## config.mk

```make
export PLATFORM = sky130hd
export DESIGN_NAME = gw2a_ddr3_dqs_rdcal
export DESIGN_NICKNAME = d
export VERILOG_FILES = /design/src/rtl/gw2a_ddr3_pkg.sv /design/src/rtl/gw2a_dqs_window_track.sv /design/src/rtl/gw2a_ddr3_dqs_rdcal.sv
export SDC_FILE = /design/constraint.sdc
export NUM_CORES = 1
export LEC_CHECK = 0
export CAP_MARGIN = 10
export CORE_MARGIN = 8
export CORE_UTILIZATION = 49
export DETAILED_ROUTE_END_ITERATION = 6
export PLACE_DENSITY = 0.65
export RECOVER_POWER = 100
export SLEW_MARGIN = 25
export SYNTH_ARGS = -nofsm -noshare
export SYNTH_HDL_FRONTEND = slang
export SYNTH_SLANG_ARGS = --single-unit
```

## constraint.sdc

```tcl
create_clock -name clock -period 4.85 [get_ports clock]
set_input_delay 0.7275 -clock clock [delete_from_list [all_inputs] [get_ports clock]]
set_output_delay 0.7275 -clock clock [all_outputs]
set_load 0.1 [all_outputs]
```

## src/rtl/gw2a_ddr3_pkg.sv

```systemverilog
// Shared types for the GW2A DDR3 read-capture calibration sequencer.
package gw2a_ddr3_pkg;

    typedef enum logic [3:0] {
        ST_IDLE,
        ST_LOAD,
        ST_SETTLE,
        ST_TEST,
        ST_EVAL,
        ST_STEP,
        ST_FINISH,
        ST_CENTER,
        ST_RELOAD,
        ST_DONE
    } cal_state_t;

    // DQS read-delay step direction
    localparam logic RDIR_INC = 1'b0;
    localparam logic RDIR_DEC = 1'b1;

endpackage

```

## src/rtl/gw2a_dqs_window_track.sv

```systemverilog
// Per-lane passing-window tracker: follows the current run of matching taps
// and keeps the longest one seen (first one wins on a tie).
module gw2a_dqs_window_track
    import gw2a_ddr3_pkg::*;
#(
    parameter int STEP_BITS  = 7,
    parameter int MIN_WINDOW = 8
) (
    input  logic                 clock,
    input  logic                 reset,
    input  logic                 clear,
    input  logic                 eval,
    input  logic                 finish,
    input  logic                 match,
    input  logic [STEP_BITS-1:0] pos,
    output logic [STEP_BITS-1:0] best_start,
    output logic [STEP_BITS:0]   best_len,
    output logic                 fail,
    output logic [STEP_BITS-1:0] target
);

    localparam logic [STEP_BITS:0] LEN_ONE = (STEP_BITS+1)'(1);
    localparam logic [STEP_BITS:0] MIN_LEN = (STEP_BITS+1)'(MIN_WINDOW);

    logic                 open;
    logic [STEP_BITS-1:0] cur_start;
    logic [STEP_BITS:0]   cur_len;
    logic [STEP_BITS-1:0] half_len;

    // Open/extend on a match, close on a mismatch or at the end of the sweep;
    // strictly-greater keeps the lowest window when lengths tie.
    always_ff @(posedge clock) begin
        if (reset || clear) begin
            open       <= 1'b0;
            cur_start  <= '0;
            cur_len    <= '0;
            best_start <= '0;
            best_len   <= '0;
        end else if (eval && match) begin
            if (!open) begin
                open      <= 1'b1;
                cur_start <= pos;
                cur_len   <= LEN_ONE;
            end else begin
                cur_len <= cur_len + LEN_ONE;
            end
        end else if ((eval && !match) || finish) begin
            if (open) begin
                open <= 1'b0;
                if (cur_len > best_len) begin
                    best_start <= cur_start;
                    best_len   <= cur_len;
                end
            end
        end
    end

    assign half_len = STEP_BITS'((best_len - LEN_ONE) >> 1);
    assign target   = best_start + half_len;
    assign fail     = (best_len < MIN_LEN);

endmodule

```

## src/rtl/gw2a_ddr3_dqs_rdcal.sv

```systemverilog
// Multi-lane DQS read-delay calibration: sweeps every tap, records the widest
// passing window per lane, then walks each passing lane back to its centre.
//
//   state  | meaning
//   IDLE   | waiting for cal_start_i
//   LOAD   | reload all lanes to tap 0, clear trackers
//   SETTLE | let the delay line settle after a load/move
//   TEST   | hold rd_req_o until the test read is acknowledged
//   EVAL   | feed the latched match into the window trackers
//   STEP   | increment every lane by one tap
//   FINISH | close open windows, arm per-lane centring cursors
//   CENTER | decrement passing lanes that are still above target
//   RELOAD | reset failing lanes to tap 0
//   DONE   | results valid, waiting for a new start
module gw2a_ddr3_dqs_rdcal
    import gw2a_ddr3_pkg::*;
#(
    parameter int LANES      = 2,
    parameter int STEPS      = 128,
    parameter int STEP_BITS  = 7,
    parameter int SETTLE     = 4,
    parameter int MIN_WINDOW = 8
) (
    input  logic                         clock,
    input  logic                         reset,
    input  logic                         cal_start_i,
    output logic                         cal_busy_o,
    output logic                         cal_done_o,
    output logic [LANES-1:0]             cal_fail_o,
    output logic                         rd_req_o,
    input  logic                         rd_ack_i,
    input  logic [LANES-1:0]             rd_match_i,
    output logic [LANES-1:0]             dqs_rloadn_o,
    output logic [LANES-1:0]             dqs_rmove_o,
    output logic [LANES-1:0]             dqs_rdir_o,
    output logic [LANES*STEP_BITS-1:0]   lane_delay_o
);

    localparam int                    CNT_BITS    = (SETTLE > 1) ? $clog2(SETTLE) : 1;
    localparam logic [CNT_BITS-1:0]   SETTLE_LOAD = CNT_BITS'(SETTLE - 1);
    localparam logic [CNT_BITS-1:0]   CNT_ONE     = CNT_BITS'(1);
    localparam logic [STEP_BITS-1:0]  LAST_POS    = STEP_BITS'(STEPS - 1);
    localparam logic [STEP_BITS-1:0]  POS_ONE     = STEP_BITS'(1);

    cal_state_t state, state_nx;

    logic [CNT_BITS-1:0]                  settle_cnt;
    logic [STEP_BITS-1:0]                 pos;
    logic                                 centre;
    logic [LANES-1:0]                     match_q;
    logic [LANES-1:0][STEP_BITS-1:0]      cursor;
    logic [LANES-1:0][STEP_BITS-1:0]      target;
    logic [LANES-1:0][STEP_BITS-1:0]      best_start;
    logic [LANES-1:0][STEP_BITS:0]        best_len;
    logic [LANES-1:0]                     fail;
    logic [LANES-1:0]                     lane_ok;
    logic [LANES-1:0]                     move;

    for (genvar i = 0; i < LANES; i++) begin : g_lane
        gw2a_dqs_window_track #(
            .STEP_BITS  (STEP_BITS),
            .MIN_WINDOW (MIN_WINDOW)
        ) u_track (
            .clock      (clock),
            .reset      (reset),
            .clear      (state == ST_LOAD),
            .eval       (state == ST_EVAL),
            .finish     (state == ST_FINISH),
            .match      (match_q[i]),
            .pos        (pos),
            .best_start (best_start[i]),
            .best_len   (best_len[i]),
            .fail       (fail[i]),
            .target     (target[i])
        );
    end

    // A lane with no window at all never passes, even with MIN_WINDOW = 0;
    // a lane is stepped down only while it sits above both target and window start.
    always_comb begin
        lane_ok = '0;
        move    = '0;
        for (int i = 0; i < LANES; i++) begin
            lane_ok[i] = !fail[i] && (best_len[i] != '0);
            move[i]    = lane_ok[i] && (cursor[i] > target[i]) && (cursor[i] > best_start[i]);
        end
    end

    // State register
    always_ff @(posedge clock) begin
        if (reset) state <= ST_IDLE;
        else       state <= state_nx;
    end

    // Next-state and pulse outputs
    always_comb begin
        state_nx     = state;
        cal_busy_o   = 1'b1;
        cal_done_o   = 1'b0;
        rd_req_o     = 1'b0;
        dqs_rloadn_o = '1;
        dqs_rmove_o  = '0;
        case (state)
            ST_IDLE: begin
                cal_busy_o = 1'b0;
                if (cal_start_i) state_nx = ST_LOAD;
            end
            ST_LOAD: begin
                dqs_rloadn_o = '0;
                state_nx     = ST_SETTLE;
            end
            ST_SETTLE: begin
                if (settle_cnt == '0) state_nx = centre ? ST_CENTER : ST_TEST;
            end
            ST_TEST: begin
                rd_req_o = 1'b1;
                if (rd_ack_i) state_nx = ST_EVAL;
            end
            ST_EVAL: begin
                state_nx = (pos == LAST_POS) ? ST_FINISH : ST_STEP;
            end
            ST_STEP: begin
                dqs_rmove_o = '1;
                state_nx    = ST_SETTLE;
            end
            ST_FINISH: begin
                state_nx = ST_CENTER;
            end
            ST_CENTER: begin
                dqs_rmove_o = move;
                state_nx    = (|move) ? ST_SETTLE : ST_RELOAD;
            end
            ST_RELOAD: begin
                dqs_rloadn_o = lane_ok;
                state_nx     = ST_DONE;
            end
            ST_DONE: begin
                cal_busy_o = 1'b0;
                cal_done_o = 1'b1;
                if (cal_start_i) state_nx = ST_LOAD;
            end
            default: state_nx = ST_IDLE;
        endcase
    end

    // Direction comes from a registered phase flag so it is already settled
    // the cycle before the first decrement and stays put after the last one.
    assign dqs_rdir_o = {LANES{centre ? RDIR_DEC : RDIR_INC}};

    // Settle timer, tap position, read-result latch, centring cursors, results
    always_ff @(posedge clock) begin
        if (reset) begin
            settle_cnt   <= '0;
            pos          <= '0;
            centre       <= 1'b0;
            match_q      <= '0;
            cursor       <= '0;
            cal_fail_o   <= '0;
            lane_delay_o <= '0;
        end else begin
            if (state_nx == ST_SETTLE && state != ST_SETTLE) settle_cnt <= SETTLE_LOAD;
            else if (settle_cnt != '0)                       settle_cnt <= settle_cnt - CNT_ONE;

            if (state == ST_LOAD)      pos <= '0;
            else if (state == ST_STEP) pos <= pos + POS_ONE;

            if (state == ST_TEST && rd_ack_i) match_q <= rd_match_i;

            if (state_nx == ST_FINISH)                           centre <= 1'b1;
            else if (state_nx == ST_DONE || state == ST_LOAD)    centre <= 1'b0;

            for (int i = 0; i < LANES; i++) begin
                if (state == ST_FINISH)                  cursor[i] <= LAST_POS;
                else if (state == ST_CENTER && move[i])  cursor[i] <= cursor[i] - POS_ONE;
            end

            if ((state == ST_IDLE || state == ST_DONE) && cal_start_i) begin
                cal_fail_o <= '0;
            end else if (state == ST_RELOAD) begin
                cal_fail_o <= ~lane_ok;
                for (int i = 0; i < LANES; i++)
                    lane_delay_o[i*STEP_BITS +: STEP_BITS] <= lane_ok[i] ? target[i] : '0;
            end
        end
    end

endmodule
```

* Word-level counts from Yosys, hierarchy flattened
Cells that the tools add are included.
** Cells by class
- Bitwise logic cells :: 6
- Order comparisons :: 8
- Muxes and demuxes :: 29
- Add/sub/neg operators :: 10
- Equality and inequality tests :: 14
- Reduce and logical (&&, ||, !) cells :: 45
** Operators by type and width (number)
- 7-bit 2-to-1 mux :: 6
- 4-bit case mux with 8 select lines :: 1
- 7-bit greater-than comparator :: 4
- 4-bit by 3-bit == test with 1-bit output, second input constant :: 5
- 8-bit by 1-bit adder with 8-bit output, second input constant :: 2
- 8-bit greater-than comparator :: 2
- 8-bit by 4-bit < comparator with 1-bit output, second input constant :: 2
- 4-bit 2-to-1 mux :: 4
- 8-bit 2-to-1 mux :: 2
- 8-bit nonzero test :: 2
- 8-bit by 1-bit subtractor with 8-bit output, second input constant :: 2
- 1-bit logical AND :: 15
- 7-bit adder :: 2
- 2-bit nonzero test :: 7
- 7-bit by 1-bit subtractor with 7-bit output, second input constant :: 2
- 4-bit by 2-bit == test with 1-bit output, second input constant :: 3
- 4-bit == test, second input constant :: 3
- 1-bit 2-to-1 mux :: 10
- 2-bit OR reduction :: 5
- 2-bit case mux with 2 select lines :: 2
- 4-bit AND reduction :: 2
- 7-bit by 1-bit adder with 7-bit output, second input constant :: 1
- 7-bit == test, second input constant :: 1
- 2-bit 2-to-1 mux :: 3
- 11 further kinds :: 24
** Storage, ports and cells
- Bits of input ports :: 6
- Output and inout bits :: 25
- Flip-flop bits (word level) :: 108
- Logic and storage cells :: 131

* Longest topological paths before layout
Gate-level depths: netlist of run 1.
- Depth in word-level cells :: 12
- Mapped depth :: 18

* By module
A second synthesis of run 1 with hierarchy kept.
** Unflattened totals
- Cell total of the unflattened synthesis :: 802
- Area, all modules :: 6605.1 sq um
** By module, submodules not included
- gw2a_ddr3_dqs_rdcal :: instances 1, area each 2946.6 sq um, cells each 372
- gw2a_dqs_window_track at g_lane[1].u_track :: instances 1, area each 1839.3 sq um, cells each 214
- gw2a_dqs_window_track at g_lane[0].u_track :: instances 1, area each 1819.2 sq um, cells each 216

* Worst setup path after synthesis of run 1
OpenSTA, ideal clock, no wires.
- Kind :: reg2out
- Start point :: reg g_lane[1].u_track.best_len[0]
- End point :: out dqs_rmove_o[1]
- Slack :: 119 ps
- Stages on the path, launching flop included :: 18
- Data arrival time :: 4004 ps
- Path through :: dfxtp_1 inv_1 ha_1 inv_1 ha_1 fa_1 a21o_1 a21oi_1 o21bai_1 a21oi_1 xor2_1 ha_1 and3_1 a221o_1 a31oi_1 or4_1 clkbuf_1 nand2_1
** On the way
- Word-level cells in the longest chain between the ends :: 6
- Elaborated cells between the ends (all ways) :: 10
** Ends and longest elaborated chain
- from (decl) :: RTL line gw2a_dqs_window_track.sv:17 : output logic [STEP_BITS:0] best_len,
- from (signal assigned) :: RTL line gw2a_dqs_window_track.sv:52 : best_len <= cur_len;
- 8-bit by 1-bit subtractor with 8-bit output or 8-bit by 4-bit < comparator with 1-bit output (tied branches) :: RTL line gw2a_dqs_window_track.sv:58, gw2a_dqs_window_track.sv:60
- 7-bit adder or 1-bit logical NOT (tied branches) :: RTL line gw2a_dqs_window_track.sv:59, gw2a_ddr3_dqs_rdcal.sv:84
- 7-bit greater-than comparator or 1-bit logical AND (tied branches) :: RTL line gw2a_ddr3_dqs_rdcal.sv:85, gw2a_ddr3_dqs_rdcal.sv:84
- 1-bit logical AND (*) (2 in a row) :: RTL line gw2a_ddr3_dqs_rdcal.sv:85 : move[i] = lane_ok[i] && (cursor[i] > target[i]) && (cursor[i] > best_start[i]);
- 2-bit case mux with 2 select lines (*) :: RTL line gw2a_ddr3_dqs_rdcal.sv:103 : case (state)
- to (decl) :: RTL line gw2a_ddr3_dqs_rdcal.sv:34 : output logic [LANES-1:0] dqs_rmove_o,
Mark *: on every way between the ends. The rest lies on a longest branch, timed or not.

* Worst setup path in the final report of run 1
Same ends and word-level chain as after synthesis.

==> metrics, run 1 <==
status finished, violations left; violated checks capacitance limit, slew limit; pin count of the biggest net entering global routing 33; share of layout cells above drive strength 1 5.29%; DRT antenna net count 0; Syn Area/Cell 8.16 µm²; Worst Path Class, Setup reg2out; I/O Pins 31; CTS tree built; Via-to-Cell Ratio about 6; Post-synth EDFFs 0; crit path to dqs_rmove_o[1]; Setup WS post-layout between 0.15 and 0.2 ns; synth unique cells 58; Total GRT Usage 18.9%; CTS Buf Count 9; WL/cell 16.5 µm; uppermost layer routed met4; Period minus WS final between 4 and 5 ns; Setup crit start g_lane[1].u_track.best_len[0]; # port buffers 30; Antenna diodes 0; worst hold slack 0.451 ns; overall power 1800 µW; P per Cell Area between 200 and 250 nW/µm²; CTS Root Cell clkbuf_16; clock sink total 108; Skew-Pair Late Insertion Delay 0.36 ns; initial antenna violation count 0; 1st-iter DRT viols 463; Crit-path slowest cell or4_4; hpwl dp approximately 12,000 µm; CP Capture Type output pin; Final Max Tran Viols 33; CP arrival between 3 and 4 ns; P_leak 0.00290 µW; GRT overflow 0; Max Cap Viol 1; Post-synth ARST share 0%; mux cell area share after synthesis ~3.2%; Die Y-Extent 132 µm; Netlist Area Pre-Place 6570 µm²; Final setup viols 0; Max Buffers Root-to-Sink 2; #FFs+latches synth 108; Simple-Gate Fraction of Synth Area 23.0%; sequential area share after synthesis 32.9%; final setup TNS 0 ns; core area 13,200 µm²; routed vias 5,763; ys flop type dfxtp_1; R2R setup slack 0.86 ns; Max Clk Rate around 0.21 GHz; met3 wire len 739 µm; post-synthesis xor/xnor area fraction 5.33%; pre-CTS setup slack 0.347 ns; Ys Warns 0; IR drop worst, VDD approximately 0.19 mV; largest family of logic cells by synthesized area simple AND/OR/NAND/NOR gates; adder-cell share of the synthesized area 13.2%; clk_skew 0.00937 ns; Crit Reg-Reg Endpoint cursor[5]; Die Wd 132 µm; area of the die ~17,000 µm²; Synthesized Nets 879; Final Hold Fails 0; Worst R2R Path Depth 16; most used cell, CP ha_1; Layout Area Growth over Synthesis 11.1%; Post-route DRC 0; area of the multi-input gates between 4000 and 5000 µm²; DR WL met2 approximately 7200 µm; Reg clk slew, reported paths 0.07 ns; starting density of the core 49.8%; Layout fillers 1,231; Synth Area in Compound Gates between 10% and 20%; first-pass GRT wire length between 20,000 and 30,000 µm; nets 882; CP startpoint kind flop; Slew @ Worst Pin ~2.1 ns; Pre-antenna DRT Iters 5; Max stage delay on crit path 0.55 ns; wirelength, routed 16,300 µm; Crit Path Max Fanout 5; met1 WL 8010 µm; vias in the first global route 5,505; CP required 4.12 ns; RR Startpoint g_lane[0].u_track.best_len[0]; Row Count 42; final period utilization a little under 100%; worst min path class reg2reg; Slew HR -40.2%; Gate Count Post-Synth 805; H-Tree Depth 3; sequential cell area between 2000 and 2500 µm²; Post-CTS Repair Setup Buffers 0; worst-path cell chain inv_1 > ha_1 > inv_1 > ha_1 > fa_2 > a21o_1 > a21oi_2 > o21bai_1 > a21oi_2 > xor2_2 > ha_1 > and3_4 > a221o_1 > a31oi_1 > or4_4 > nand2_2 > buf_12; RD Place Congestion 0.885
## cell usage in the layout (no fill, tap or decap), types with 3 or more instances in the layout
cell,instances
and3_1,24
ha_1,66
nor2_1,54
mux2i_1,21
o21bai_1,7
a211oi_1,4
xor2_2,3
o31ai_1,5
nand2_1,74
dfxtp_1,107
xnor2_1,21
a31oi_1,8
nand3b_1,4
and4_1,3
and2_1,4
a21oi_1,47
o21a_1,7
inv_1,47
nor2b_1,7
nand2b_1,5
o21ai_0,42
nor3_1,39
clkdlybuf4s50_1,4
nand3_1,49
xor2_1,16
dlygate4sd3_1,24
a32oi_1,14
a21oi_2,3
or3_1,8
nor4_1,5
a21o_1,9
a311oi_1,3
nand4_1,16
buf_4,4
clkbuf_1,3
clkbuf_16,9
## routing by layer
layer	up-vias	global-route usage, %
met4	0	7.40
met3	23	2.90
met5	-	0
met1	2713	25.6
met2	137	29.6
li1	2890	-
## synth_stat cells (3+ instances only)
library cell  number  share of area (%)
clkbuf_1          33                1.9
a21o_1             9                1.0
mux2i_1           21                3.2
o21bai_1           7               0.80
dfxtp_1          108                 33
nor3_1            39                3.0
buf_1              3               0.17
nand4_1           16                1.5
nand3b_1           4               0.46
a211oi_1           5               0.57
o31ai_1            6               0.69
o21ai_0           41                3.1
and4_1             3               0.40
or4_1              3               0.34
inv_1             48                2.7
o21a_1             7               0.80
and2_1             5               0.48
buf_2              4               0.30
or3_1              8               0.76
ha_1              66                 13
a32oi_1           14                1.9
xnor2_1           21                2.8
xor2_1            19                2.5
a31oi_1            8               0.76
nand2b_1           5               0.48
nor2_1            54                3.1
nor2b_1            7               0.67
a21oi_1           50                3.8
nor4_1             5               0.48
nand3_1           49                3.7
nand2_1           75                4.3
a311oi_1           3               0.40
and3_1            25                2.4
## worst min-delay path by stage
stage	start	endpoint	slack [ns]	depth (start not counted)
finish	lane_delay_o[1]	lane_delay_o[1]	0.45	2
global route	lane_delay_o[1]	lane_delay_o[1]	0.48	2
CTS	lane_delay_o[1]	lane_delay_o[1]	0.46	2
global placement	match_q[0]	match_q[0]	0.44	2
floorplan	match_q[0]	match_q[0]	0.43	2
detailed placement	match_q[0]	match_q[0]	0.45	2
## through the flow
step	instances	util [%]	instance area (µm²)
global route	989	55.3	7300
floorplan	805	-	6570
global placement	973	52.9	6980
finish	989	55.3	7300
detailed placement	973	53.0	6990
CTS	989	55.1	7270
## cells by family after synthesis
| kind of cell | after synthesis |
|---|---|
| adders and majority gates | 68 |
| AOI/OAI and AO/OA | 171 |
| DFF | 108 |
| muxes | 21 |
| xor gates and xnor gates | 40 |
| and+or+nand+nor | 304 |
| buffers and inverters | 93 |
## sequential cells by signal, summed over array words and instances, names as in the netlist, 4 cells and up
name                       cells
g_lane.u_track.best_len       16
g_lane.u_track.best_start     14
state                          4
pos                            7
g_lane.u_track.cur_start      14
lane_delay_o                  14
g_lane.u_track.cur_len        16
cursor                        14
## final cells by class
| type | count | share of cell area (%) |
|---|---|---|
| Timing Repair Buffer | 37 | 4.97 |
| Multi-Input combinational cell | 604 | 56.1 |
| Sequential cell | 108 | 29.6 |
| Clock buffer | 10 | 3.14 |
| Inverter | 48 | 2.47 |
| Tap cell | 176 | 3.02 |
| Clock inverter | 6 | 0.651 |
## where the power goes
| part | switching [µW] | leakage, µW | internal, µW | total (µW) |
|---|---|---|---|---|
| sequential | 16.2 | 0.000871 | 897 | 913 |
| clock | 354 | 0.000133 | 354 | 708 |
| combinational | 134 | 0.00190 | 46.4 | 181 |
## what timing repair did
item | 4_1_cts | 5_1_grt
pin swaps | 0 | 1
hold buffers | 0 | 0
endpoints found under the setup margin | 1 | 2
resized for setup | 2 | 13
## critical path: cells and delay by family (launching register included)
kind	cells	cell delay, ns
XOR/XNOR	1	0.10
AND/OR/NAND/NOR	3	0.85
adder cells (fa/ha/maj)	4	1.16
AO/OA/AOI/OAI	6	0.81
buffers and inverters	3	0.30
flip-flops	1	0.37
Power figures use the tool's default switching activity.
==> run 2: changes to the inputs <==
CORE_MARGIN = default   (was 8)
DONT_BUFFER_PORTS = 1   (was default)
PLACE_DENSITY = 0.62   (was 0.65)
TNS_END_PERCENT = 30   (was default)
==> run 2 against run 1 <==
Compared with the run above:
- the run still ends with capacitance limit, slew limit left
- die area decreased by 20%
- via count fell by 0.94%
- clock power grew 3.2%
- sequential power about the same
- non-clock buffer count decreased by 29
- critical path type unchanged
==> metrics, run 2 (same netlist as run 1, synthesis figures left out) <==
Die Y-Extent 118 µm (-11%); gr busiest metal met2; RR Startpoint state[1]; Crit Reg-Reg Endpoint g_lane[1].u_track.cur_len[1]; Max Cap Viol 3 (+2); Post-CTS Hold Buffers 0 (unchanged); initial antenna violation count 0 (unchanged); Final Hold Fails 0 (unchanged); most used cell, CP ha_1; IR drop worst, VDD 0.219 mV (+15%); Post-route DRC 0 (unchanged); CTS tree built; Final Max Tran Viols 77 (+130%); Total GRT Usage 24.1% (+5.2 points); Placed Cells incl. Taps 940 (-3.4%); Worst R2R Path Depth 4 (-12); GRT overflow 0 (unchanged); dpl cell area 6680 µm² (-4.4%); RSZ-0062 raised after global routing true; status finished, violations left; Max Clk Rate 0.213 GHz (-0.75%); RD Place Congestion 0.892 (+0.80%); Crit-path slowest cell or4_4; met1 usage 33.7% (+8.1 points); met3 Use GR 6.49% (+3.6 points); DRT antenna net count 0 (unchanged); Setup crit start g_lane[0].u_track.best_len[0]; worst-path cell chain inv_1 > ha_1 > inv_1 > ha_1 > fa_2 > a211oi_2 > o21bai_1 > a21oi_1 > xnor2_1 > ha_1 > nand4_1 > a21oi_1 > nor3_1 > or4_4 > nand2_1 > buf_12; Final setup viols 0 (unchanged); CP startpoint kind flop; Max stage delay on crit path 0.56 ns (about the same); violated checks capacitance limit, slew limit; routed vias 5,709 (-0.94%); most common cell after layout, fill and taps aside dfxtp_1; Period minus WS final 4.70 ns (+0.0350 ns); CTS Root Cell clkbuf_16; overall power 1810 µW (+0.35%); Slew @ Worst Pin 2.34 ns (+0.239 ns); # port buffers 0 (-100%); starting density of the core 51.2% (+1.4 points); R2R setup slack 0.73 ns (-0.13 ns); I/O Pins 31 (unchanged); crit path to dqs_rmove_o[0]; H-Tree Depth 3 (unchanged); Setup WS post-layout 0.148 ns (-0.0350 ns); clk_skew 0.00696 ns (-0.00241 ns); Top Registers g_lane.u_track.best_len x16, g_lane.u_track.cur_len x16; Slew HR -56.2% (-16 points); Via-to-Cell Ratio 5.97 (+2.5%); most frequent cells in the layout 107 x dfxtp_1, 74 x nand2_1, 66 x ha_1; WL/cell 17.2 µm (+4.5%); Max Buffers Root-to-Sink 2 (unchanged); CP arrival 3.97 ns (+0.03 ns); worst min path class in2reg; Pre-antenna DRT Iters 5 (unchanged); met2 Resource Use GR 36.4% (+6.8 points); Layout Area Growth over Synthesis 6.36%; CP required 4.12 ns (about the same); pre-CTS setup slack 0.408 ns (+0.0607 ns); Reg clk slew, reported paths 0.07 ns (about the same); wirelength, routed 16,500 µm (+1.0%); Antenna diodes 0 (unchanged); vias in the first global route 5,148 (-6.5%); nets 853 (-3.3%); share of layout cells above drive strength 1 4.59% (-0.70 points); final period utilization 96.9% (+0.72 points); clock sink total 108 (unchanged); first-pass GRT wire length 26,700 µm (-2.5%); hpwl dp 12,300 µm (-0.25%); Skew-Pair Late Insertion Delay 0.36 ns (about the same); Worst Path Class, Setup reg2out; post-route insts no fill 956 (-3.3%); P per Cell Area 259 nW/µm² (+4.8%); post-route cell area 6990 µm² (-4.3%); 1st-iter DRT viols 407 (-12%); CP Capture Type output pin; Crit Path Max Fanout 11 (+6); Row Count 41 (-2.4%); Die Wd 118 µm (-11%); worst hold slack 0.434 ns (-0.0172 ns); core area 12,800 µm² (-2.8%); pin count of the biggest net entering global routing 40 (+21%); P_leak 0.00274 µW (-5.7%); CTS Buf Count 9 (unchanged); area of the die 13,900 µm² (-20%)
## run 2: worst min-delay path by stage
stage	start	end	slack, ns	cells after the start
after CTS	reset	match_q[1]	0.41	1
after detailed placement	match_q[0]	match_q[0]	0.45	2
after floorplan	match_q[0]	match_q[0]	0.43	2
final	reset	cursor[13]	0.43	1
after global routing	reset	lane_delay_o[0]	0.41	1
after global placement	match_q[0]	match_q[0]	0.44	2
## run 2: critical path: cells and delay by family, from the launching register on
family / cells / cell delay, ns
buffers and inverters: 3 / 0.32
AOI/OAI and AO/OA: 4 / 0.65
xor gates and xnor gates: 1 / 0.14
adders and majority gates: 4 / 1.17
and+or+nand+nor: 4 / 0.94
DFF: 1 / 0.38
## run 2: metal layers
metal / part of all wire (%) / vias to the layer above
met2: 43 / 163
met4: 1.4 / 0
met3: 5.7 / 21
met1: 49 / 2688
met5: 0 / -
li1: - / 2837
## run 2: stage by stage
| stage | util [%] | setup TNS [ns] |
|---|---|---|
| after global routing | 54.5 | -0.0369 |
| after CTS | 54.3 | 0 |
| after detailed placement | 52.1 | 0 |
| after floorplan | - | 0 |
| final | 54.5 | 0 |
| after global placement | 52.1 | 0 |
## run 2: area by class of cell
cell class	instances	area (µm²)
tap	172	215
timing repair buffer	8	78.8
sequential	108	2160
fill	1202	5840
inverter	48	180
multi-input combinational	604	4060
clock inverter	4	31.3
clock buffer	12	256
## run 2: timing repair
item,CTS,global route
buffers inserted,0,0
setup endpoints to repair,1,2
gates resized for setup,1,10
## run 2: power by group
group	internal [µW]	total, µW	switching [µW]
registers	897	913	16.1
clock network	381	731	350
logic	35.5	164	129
==> run 3: changes to the inputs <==
CORE_ASPECT_RATIO = 0.75   (was default)
CTS_BUF_LIST = sky130_fd_sc_hd__clkbuf_8 sky130_fd_sc_hd__clkbuf_16   (was default)
clock period = 4.7 ns   (was 4.85 ns; I/O delays follow)
==> run 3 against run 2 <==
Compared with the run above:
- the run still ends with capacitance limit, slew limit left
- final area rose by 3.0%
- clock skew increased by 0.0030 ns
- count of clock-buffer cells in the layout is 3 lower
- flip-flop and latch count stayed put
- critical path type unchanged
- highest routed layer unchanged
==> metrics, run 3 (same netlist as run 1, synthesis figures left out) <==
1st-iter DRT viols 399 (-2.0%); worst hold slack 0.398 ns (-0.0355 ns); Layout fillers 1,198 (-0.33%); Reg clk slew, reported paths 0.08 ns (about the same); clk_skew 0.00994 ns (+0.00298 ns); clock sink total 108 (unchanged); area of the die 13,900 µm² (about the same); routed vias 5,813 (+1.8%); violated checks capacitance limit, slew limit; uppermost layer routed met4; Layout Area Growth over Synthesis 9.58%; Post-route DRC 0 (unchanged); Via-to-Cell Ratio 6.01 (+0.66%); CP required 3.99 ns (-0.13 ns); most common cell after layout, fill and taps aside dfxtp_1; Final Hold Fails 0 (unchanged); worst-path cell chain inv_4 > ha_4 > inv_2 > ha_4 > fa_2 > a21o_1 > a21oi_2 > o21bai_1 > a21oi_2 > xor2_1 > ha_1 > and3_4 > nand2_2 > nand3_2 > or4_4 > nand2_4 > buf_12; worst min path class in2reg; hpwl dp 12,600 µm (+3.0%); met1 WL 8730 µm (+7.2%); IR drop worst, VDD 0.236 mV (+7.6%); most frequent cells in the layout 103 x dfxtp_1, 72 x nand2_1, 62 x ha_1; final period utilization about 98%; Core Util, Final 55.3% (+0.82 points); I/O Pins 31 (unchanged); Total GRT Usage 25.3% (+1.2 points); CTS tree built; DRT antenna net count 0 (unchanged); CTS Buf Count 9 (unchanged); sequential cell area 2170 µm² (+0.46%); Final setup viols 0 (unchanged); nets 865 (+1.4%); pin count of the biggest net entering global routing 40 (unchanged); Max Clk Rate 0.218 GHz; # port buffers 0 (unchanged); CTS Root Cell clkbuf_16; Period minus WS final 4.58 ns; Final Max Tran Viols 43 (-44%); H-Tree Depth 3 (unchanged); RSZ-0062 raised after global routing true; overall power 1890 µW (+4.6%); Crit-path slowest cell or4_4; core area 13,000 µm² (+1.5%); starting density of the core 50.5% (-0.76 points); DR WL met2 7330 µm (+2.4%); met3 wire len 1120 µm (+20%); largest delay contributor family on the critical path adder cells; Post-CTS Hold Buffers 0 (unchanged); Crit Path Max Fanout 5 (-6); Skew-Pair Late Insertion Delay 0.37 ns (about the same); Row Count 36 (-12%); share of layout cells above drive strength 1 9.05% (+4.5 points); Max stage delay on crit path 0.56 ns (about the same); area of the multi-input gates 4160 µm² (+2.4%); Top Registers g_lane.u_track.best_len x16, g_lane.u_track.cur_len x16; vias in the first global route 5,143 (-0.097%); Max Buffers Root-to-Sink 2 (unchanged); RD Place Congestion 0.871 (-2.4%); Worst Path Class, Setup reg2out; P per Cell Area 263 nW/µm² (+1.5%); Setup WS post-layout 0.117 ns (-0.0314 ns); first-pass GRT wire length 27,200 µm (+1.7%); Antenna diodes 0 (unchanged); Pre-antenna DRT Iters 5 (unchanged); GRT overflow 0 (unchanged); initial antenna violation count 0 (unchanged); CP startpoint kind flop; Die Y-Extent 102 µm (-13%); CP Capture Type output pin; CP arrival 3.88 ns (-0.09 ns); critical path buffer and inverter count 3 (unchanged); WL/cell 17.9 µm (+3.9%); pre-CTS setup slack 0.191 ns (-0.217 ns); P_leak 0.00281 µW (+2.8%); Slew HR -32.3% (+24 points); Max Cap Viol 2 (-1); Die Wd 136 µm (+15%); Slew @ Worst Pin 1.98 ns (-0.360 ns); status finished, violations left; wirelength, routed 17,300 µm (+5.1%)
==> run 3: cell type report <==
cell class              count  area share [%]
repair buffers             20            2.28
multi-input cells         604            57.8
clock inverters             7            1.11
inverters                  48            2.54
clock buffers               9            3.13
flip-flops and latches    108            30.2
well taps                 171            2.97
==> run 3: path summary, 6_finish.rpt <==
check | startpoint | to | slack (ns) | depth (start not counted)
hold / removal | reset | cursor[3] | 0.40 | 1
setup / recovery | g_lane[1].u_track.best_len[1] | dqs_rmove_o[1] | 0.12 | 17
hold reg to reg | match_q[0] | match_q[0] | 0.46 | 2
setup reg to reg | g_lane[0].u_track.best_len[1] | cursor[3] | 0.54 | 18
==> run 3: per-layer routing <==
layer | vias up | GRT usage, %
met2 | 171 | 36.8
met4 | 0 | 4.75
met1 | 2764 | 37.3
li1 | 2863 | -
met5 | - | 0
met3 | 15 | 6.50
==> run 3: stage by stage <==
step / cells / setup TNS (ns) / instance area (µm²)
after global placement: 939 / 0 / 6680
after detailed placement: 939 / 0 / 6680
final: 967 / 0 / 7200
after CTS: 955 / 0 / 7010
after floorplan: 805 / 0 / 6570
after global routing: 967 / -0.0703 / 7200
==> run 3: where the power goes <==
group | internal (µW) | total (µW) | switching [µW]
clock | 379 | 776 | 397
sequential | 924 | 941 | 16.8
combinational | 39.1 | 175 | 136
==> run 3: what timing repair did <==
action,4_1_cts,5_1_grt
resized for setup,8,34
endpoints found under the setup margin,2,2
pin swaps,1,20
buffers inserted,0,10
==> run 3: worst register-to-register path: stages, from the launching register on <==
cell,delay (ns)
dfxtp_2,0.35
inv_2,0.05
ha_1,0.29
inv_2,0.05
ha_4,0.15
fa_2,0.39
a211oi_2,0.27
o21bai_1,0.09
a21oi_1,0.15
xnor2_1,0.10
ha_1,0.31
nand4_1,0.14
a21oi_2,0.16
nor3_2,0.07
or4_4,0.59
buf_4,0.17
buf_4,0.13
or4_1,0.47
a31oi_1,0.16
